[config.mk]
export PLATFORM = sky130hd
export DESIGN_NAME = updown_mod_counter
export DESIGN_NICKNAME = d
export VERILOG_FILES = /design/src/rtl/updown_mod_counter.sv
export SDC_FILE = /design/constraint.sdc
export NUM_CORES = 1
export LEC_CHECK = 0
export BUFFER_PORTS_ARGS = -buffer_cell sky130_fd_sc_hd__buf_2
export CAP_MARGIN = 30
export CORE_MARGIN = 2
export CORE_UTILIZATION = 45
export CTS_BUF_LIST = sky130_fd_sc_hd__clkbuf_8
export CTS_CLUSTER_SIZE = 14
export DETAILED_ROUTE_END_ITERATION = 12
export MAX_ROUTING_LAYER = met4
export PLACE_DENSITY = 0.79
export SYNTH_ARGS = -nofsm -noshare
export SYNTH_HDL_FRONTEND = slang
export SYNTH_SLANG_ARGS = --single-unit
[constraint.sdc]
create_clock -name clk -period 4.3 [get_ports clk]
set_input_delay 0.215 -clock clk [delete_from_list [all_inputs] [get_ports clk]]
set_output_delay 0.215 -clock clk [all_outputs]
set_load 0.02 [all_outputs]
[src/rtl/updown_mod_counter.sv]
// Up/down counter with a programmable modulus, synchronous load, and wrap or saturate limit handling.
// It produces a registered terminal-count pulse and a sticky limit flag.
module updown_mod_counter #(
    parameter int WIDTH       = 4,
    parameter int RESET_VALUE = 0
) (
    input  logic             clk,
    input  logic             reset,
    input  logic             en,
    input  logic             up,
    input  logic             load,
    input  logic [WIDTH-1:0] load_value,
    input  logic [WIDTH-1:0] modulus,
    input  logic             sat_mode,
    input  logic             clr_sticky,
    output logic [WIDTH-1:0] count,
    output logic             tc,
    output logic             limit_sticky
);

    localparam logic [WIDTH-1:0] RST_CNT = RESET_VALUE[WIDTH-1:0];

    // A load larger than the modulus is clamped to the modulus.
    function automatic logic [WIDTH-1:0] clamp_load(input logic [WIDTH-1:0] v,
                                                    input logic [WIDTH-1:0] m);
        return (v <= m) ? v : m;
    endfunction

    // Computes one enabled step. The result is {limit event, next count}.
    function automatic logic [WIDTH:0] step(input logic [WIDTH-1:0] c,
                                            input logic             dir_up,
                                            input logic [WIDTH-1:0] m,
                                            input logic             sat);
        logic             hit;
        logic [WIDTH-1:0] nxt;
        hit = 1'b0;
        if (dir_up) begin
            if (c >= m) begin
                hit = 1'b1;
                nxt = sat ? m : '0;
            end else begin
                nxt = c + 1'b1;
            end
        end else begin
            if (c == '0) begin
                hit = 1'b1;
                nxt = sat ? '0 : m;
            end else if (c > m && sat) begin
                // The modulus was lowered below count: snap to the modulus. This is not a limit event.
                nxt = m;
            end else begin
                nxt = c - 1'b1;
            end
        end
        return {hit, nxt};
    endfunction

    logic [WIDTH-1:0] cnt_next;
    logic             tc_next;

    always_comb begin
        cnt_next = count;
        tc_next  = 1'b0;
        if (load) begin
            cnt_next = clamp_load(load_value, modulus);
        end else if (en) begin
            {tc_next, cnt_next} = step(count, up, modulus, sat_mode);
        end
    end

    // Register stage: every output updates one cycle after the qualifying edge.
    always_ff @(posedge clk) begin
        if (reset) begin
            count        <= RST_CNT;
            tc           <= 1'b0;
            limit_sticky <= 1'b0;
        end else begin
            count        <= cnt_next;
            tc           <= tc_next;
            limit_sticky <= tc_next | (limit_sticky & ~clr_sticky);
        end
    end

endmodule

=== Word level (Yosys, flattened, before mapping) ===
Index checks and enable logic that the tools add are counted.

* Output and inout port bits: 6
* Logic and storage cells: 28
* Bits in registers: 6

* Order comparisons: 3
* Multiplexer cells: 14
* Add/sub/neg operators: 2
* Bitwise logic cells: 3
* Reduce and logical (&&, ||, !) cells: 3

{| class="wikitable"
|+ Operators with widths
! cell !! count
|-
| 2-to-1 mux 4 bit || 9
|-
| 2-to-1 mux 1 bit || 5
|-
| adder 4 x 1 -> 4 bit, second input constant || 1
|-
| greater-or-equal comparator 4 bit || 1
|-
| greater-than comparator 4 bit || 1
|-
| less-or-equal comparator 4 bit || 1
|-
| zero test 4 bit || 1
|-
| subtractor 4 x 1 -> 4 bit, second input constant || 1
|-
| nonzero test 2 bit || 1
|-
| AND 1 bit || 1
|-
| logical AND 1 bit || 1
|-
| NOT 1 bit || 1
|-
| OR 1 bit || 1
|}

=== Logic depth before layout (Yosys ltp) ===
* Depth after elaboration: 7
* Gate-level depth with buffers: 7
* Depth with buffers taken out: 7

=== Worst setup path after synthesis ===
OpenSTA, ideal clock, no wires.

* Path type: register to register
* Start: register count[3]
* End: register count[2]
* Arrival: 1.876 ns
* Library setup time: 0.122 ns
* Setup slack: 2.302 ns
* Buffers on the path: 0
* Required time: 4.178 ns
* Cell stages (with the launch flop): 7
* Period minus slack after synthesis: 1.998 ns
* Cell sequence: dfxtp_1 -> ha_1 -> a21oi_2 -> and2_4 -> nand2_4 -> mux2i_1 -> a311o_1

* Longest elaborated chain between the ends: 7
* Elaborated cells on any way between the ends: 10
* Those cells by class: order compare: 2; mux: 6; reduce/logical: 2

{| class="wikitable"
|+ Ends and longest elaborated chain
! item !! RTL line !! source
|-
| start, declared || 16 || <nowiki>output logic [WIDTH-1:0] count,</nowiki>
|-
| start signal, assigned || 78 || <nowiki>count <= cnt_next;</nowiki>
|-
| greater-than comparator 4 bit || 48 || <nowiki>end else if (c > m && sat) begin</nowiki>
|-
| logical AND 1 bit || 48 ||
|-
| 2-to-1 mux 4 bit || 48 ||
|-
| 2-to-1 mux 4 bit || 45 || <nowiki>if (c == '0) begin</nowiki>
|-
| 2-to-1 mux 4 bit * || 37 || <nowiki>if (dir_up) begin</nowiki>
|-
| 2-to-1 mux 4 bit * || 66 || <nowiki>end else if (en) begin</nowiki>
|-
| 2-to-1 mux 4 bit * || 64 || <nowiki>if (load) begin</nowiki>
|}

Every way passes the cells marked *; elsewhere a longest branch is shown, timed or not. The select of a mux whose other input is x is not followed.
A chain may end at the register's enable or synchronous reset.

=== Worst setup path after layout ===
Ends and elaborated chain as after synthesis.

==> metrics list <==
- Cell type group with the largest total delay on the critical path: compound AO/OA/AOI/OAI gates
* Hold Path Stages: 3
* Hold Vio Cnt, Final: 0
- Number of cells upsized or downsized after cts: 0
- Drt first pass iters: 4
* Critical path endpoint category: register
- Area of the core: 0.001902 mm2
- The clock reaches the later pin of the worst-skew pair after 230 ps.
- The via count of the first global-routing pass is 929.
- TritonCTS clock tree: yes
* Worst-case hold path end point: limit_sticky
- The count of nets left with antenna violations once routing finished came out at 0.
- The worst hold path belongs to the class in2reg.
- Synth area leaders: sky130_fd_sc_hd__ha_1 14%, sky130_fd_sc_hd__dfxtp_1 14%, sky130_fd_sc_hd__a211oi_1 5.9%
* Final setup violation count: 0
- Timing would allow up to 471.9 MHz.
- Worst-case vdd ir drop: 0.1303 mV
- Fraction of final layout cells with drive strength greater than 1: 24.62%
- I/O pin count: 21
* Final max-slew violation count: 0
* Inserted Clock Buffers: 3
- Unrepaired setup endpoints after global routing: false
- Detail-routed via count per cell: 6.255
* Worst path slowest cell: sky130_fd_sc_hd__dfxtp_1
- At the pin with the least slew margin, the transition time is 523.2 ps.
- In this design, the stage delay of the slowest critical-path cell is 500 ps.
- FF+latch count, synth: 6
- Inst Count DP: 154
* R2R Path Start: count[3]
- Startpoint-to-endpoint class of the critical path: reg2reg
- Tmin final: 2119 ps
* Chain of cells forming the critical path: ha_1 > a21oi_2 > and2_4 > nand2_4 > mux2i_1 > a311o_1
- The floorplan step set the die height to 48.37 um.
- Number of antenna violations at the first check in global routing: 0
- Outcome: finished, final reports clean
- The die is 48.37 um wide.
* Number of nets produced by synthesis: 135
* Type of element launching the critical path: register
- EDFF count, synth: 0
- Cell Rows: 16
* Setup fix buffers added after clock tree synthesis: 0
- Fraction of post-synthesis cell area in the top cell type by area: 14.12%
- Clock tree synthesis selected as its root buffer the cell sky130_fd_sc_hd__clkbuf_8.
* Number of design rule violations left after detail routing: 0
- The first global-routing pass estimated 4367 um of wire.
- The clock drives 6 sinks.
- The worst register-to-register path has a setup slack of 2180 ps.
- Number of maximum-capacitance constraint violations: 0
- H-tree levels: 1
- Area of the mapped netlist: 885.9 um2
- Headroom to the max-slew limit: 64.89%
* FILL cells: 180
- Final setup skew: 4.863 ps
* Cells after synthesis: 110
- Async SR Flop Fraction: 0%
- Dividing the synthesized area by the synthesized cell count gives 8.053 um2.
* Area Overhead vs Synth: 18.36%
- Clock Pin Slew Worst Setup and Hold Paths: 40 ps
- For this block, the initial DRC count from the detailed router was 32.
* Number of non-filler instances in the completed layout: 157
- Maximum clock insertion buffer count: 2
- Final critical-path share of the clock period: 49.28%
- Measured in cells, the most critical reg-to-reg path has a length of 6.
- Weighted congestion at the end of routability-driven global placement: 0.9571
* Buf+Inv Stages, Crit Path: 0
* Crit path max fanout: 8
* Warning count from the yosys run: 0
* Static power due to leakage: 0.4646 nW
- After detailed routing, the average wire length per cell comes to 15.81 um.
- Required @ worst endpoint: 4410 ps
- The floorplan step defined a die boundary enclosing 0.002340 mm2.
- DP HPWL: 1875 um
* Endpoint of the lowest-slack register-to-register path: count[2]
* Setup_tns: 0 ps
* DR vias: 982
- Hold repair after CTS inserted 0 buffers.
- Count of distinct cell types in the synthesized netlist: 40
- Data arrival time at the worst-slack endpoint: 2230 ps
* Count of buffers inserted at the top-level ports: 20
- For this design the ratio of total power to cell area is 294.6 mW/mm2.
- Total congestion overflow: 0
- For this run, the total global-route usage over all layers was measured as 24.75%.
* Area leader, netlist: sky130_fd_sc_hd__ha_1
- Final Routed Wirelength: 2482 um
- Sequential cell area fraction in the yosys report: 13.56%
- For this run, the leading register cell type out of synthesis is sky130_fd_sc_hd__dfxtp_1.
- Entering global routing, the biggest net connects 13 pins.
- The worst hold path begins at clr_sticky.
- The repair_antennas step left the layout with diodes totalling 0.
* Effective utilization at floorplan: 46.58%
- Final nets: 157
[state kept, by name, summed over array words and instances, names as in the netlist]
name,count
tc,1
count,4
limit_sticky,1
[cells in the final DEF, fill, tap and decap left out, types with 2 or more instances in the layout]
cell and n:
sky130_fd_sc_hd__nor2_1 6, sky130_fd_sc_hd__inv_1 10, sky130_fd_sc_hd__dfxtp_1 6, sky130_fd_sc_hd__nand3_1 2, sky130_fd_sc_hd__a211oi_1 7, sky130_fd_sc_hd__clkbuf_8 3, sky130_fd_sc_hd__o31a_1 4, sky130_fd_sc_hd__ha_1 10
sky130_fd_sc_hd__or3_1 2, sky130_fd_sc_hd__a311oi_1 2, sky130_fd_sc_hd__nand4_1 3, sky130_fd_sc_hd__buf_2 20, sky130_fd_sc_hd__a31oi_1 2, sky130_fd_sc_hd__nand2_1 5, sky130_fd_sc_hd__o21ai_0 6, sky130_fd_sc_hd__o21ai_1 3
sky130_fd_sc_hd__a311o_1 2, sky130_fd_sc_hd__mux2i_1 2, sky130_fd_sc_hd__xnor2_1 2, sky130_fd_sc_hd__nor3_1 7, sky130_fd_sc_hd__nand2b_1 3, sky130_fd_sc_hd__a21oi_1 4, sky130_fd_sc_hd__a21o_1 2
[stage by stage]
step | hold WS, ps | setup slack, ps | util [%] | power (W) | instance area [um2]
global route | 275.1 | 2091 | 55.13 | 0.0003309 | 1049
floorplan | 284.1 | 2302 | - | 0.0001801 | 885.9
detailed placement | 469.3 | 2226 | 52.96 | 0.0002174 | 1007
global placement | 456.3 | 2274 | 52.96 | 0.0002134 | 1007
CTS | 261.5 | 2209 | 55.13 | 0.0003058 | 1049
finish | 258.3 | 2181 | 55.13 | 0.0003089 | 1049
[worst register-to-register path: stages, from the launching register on]
cell	delay, ps
sky130_fd_sc_hd__dfxtp_1	500
sky130_fd_sc_hd__ha_1	360
sky130_fd_sc_hd__a21oi_2	310
sky130_fd_sc_hd__and2_4	250
sky130_fd_sc_hd__nand2_4	80
sky130_fd_sc_hd__mux2i_1	140
sky130_fd_sc_hd__a311o_1	350
[report_power, final]
group	leakage, nW	switching, W	internal [W]	total, W
combinational	0.394	0.0000852	0.0000624	0.000148
clock	0.0216	0.0000279	0.0000605	0.0000884
sequential	0.0496	0.0000115	0.0000614	0.0000729
[synth_stat cells (2+ instances only)]
cell type,n
sky130_fd_sc_hd__ha_1,10
sky130_fd_sc_hd__nand3_1,2
sky130_fd_sc_hd__mux2i_1,2
sky130_fd_sc_hd__inv_1,10
sky130_fd_sc_hd__a31oi_1,2
sky130_fd_sc_hd__or3_1,2
sky130_fd_sc_hd__nor2_1,6
sky130_fd_sc_hd__clkbuf_1,2
sky130_fd_sc_hd__o21ai_1,3
sky130_fd_sc_hd__a211oi_1,7
sky130_fd_sc_hd__dfxtp_1,6
sky130_fd_sc_hd__a311o_1,2
sky130_fd_sc_hd__a21oi_1,4
sky130_fd_sc_hd__nand2_1,5
sky130_fd_sc_hd__nand4_1,3
sky130_fd_sc_hd__a21o_1,2
sky130_fd_sc_hd__xnor2_1,2
sky130_fd_sc_hd__nand2b_1,3
sky130_fd_sc_hd__a311oi_1,2
sky130_fd_sc_hd__nor3_1,7
sky130_fd_sc_hd__o21ai_0,6
sky130_fd_sc_hd__o31a_1,4
[layout make-up]
type	count	area, um2	area share, %
Sequential cell	6	120.1	11.46
Clock buffer	3	41.29	3.938
Inverter	10	37.54	3.580
Multi-Input combinational cell	91	715.7	68.26
Tap cell	27	33.78	3.222
Timing Repair Buffer	20	100.1	9.546
[routing by layer]
layer  GRT usage, %  vias to the layer above  share of wire, %
met5              -                        -                 0
met4          16.67                        0               5.9
met3          3.704                       17               6.4
met2          36.57                       47                44
met1          31.29                      451                43
li1               -                      467                 -
[worst max-delay path by stage]
stage | from | to | slack [ps] | cells past startpoint
after floorplan | count[3] | count[2] | 2300 | 6
after global routing | count[3] | count[2] | 2090 | 6
after detailed placement | count[3] | count[2] | 2230 | 6
after CTS | count[3] | count[2] | 2210 | 6
after global placement | count[3] | count[2] | 2270 | 6
final | count[3] | count[2] | 2180 | 6
[cells by family (layout without fill, tap and decap cells)]
group                    Yosys count  in the layout  synth area share [%]
AND/OR/NAND/NOR                   35             35                 24.15
buffers and inverters             13             33                 5.650
XOR/XNOR                           3              3                 2.967
AO/OA/AOI/OAI                     41             41                 37.29
multiplexers                       2              2                 2.260
adder cells (fa/ha/maj)           10             10                 14.12
flip-flops                         6              6                 13.56
(Power assumes the default switching activity.)
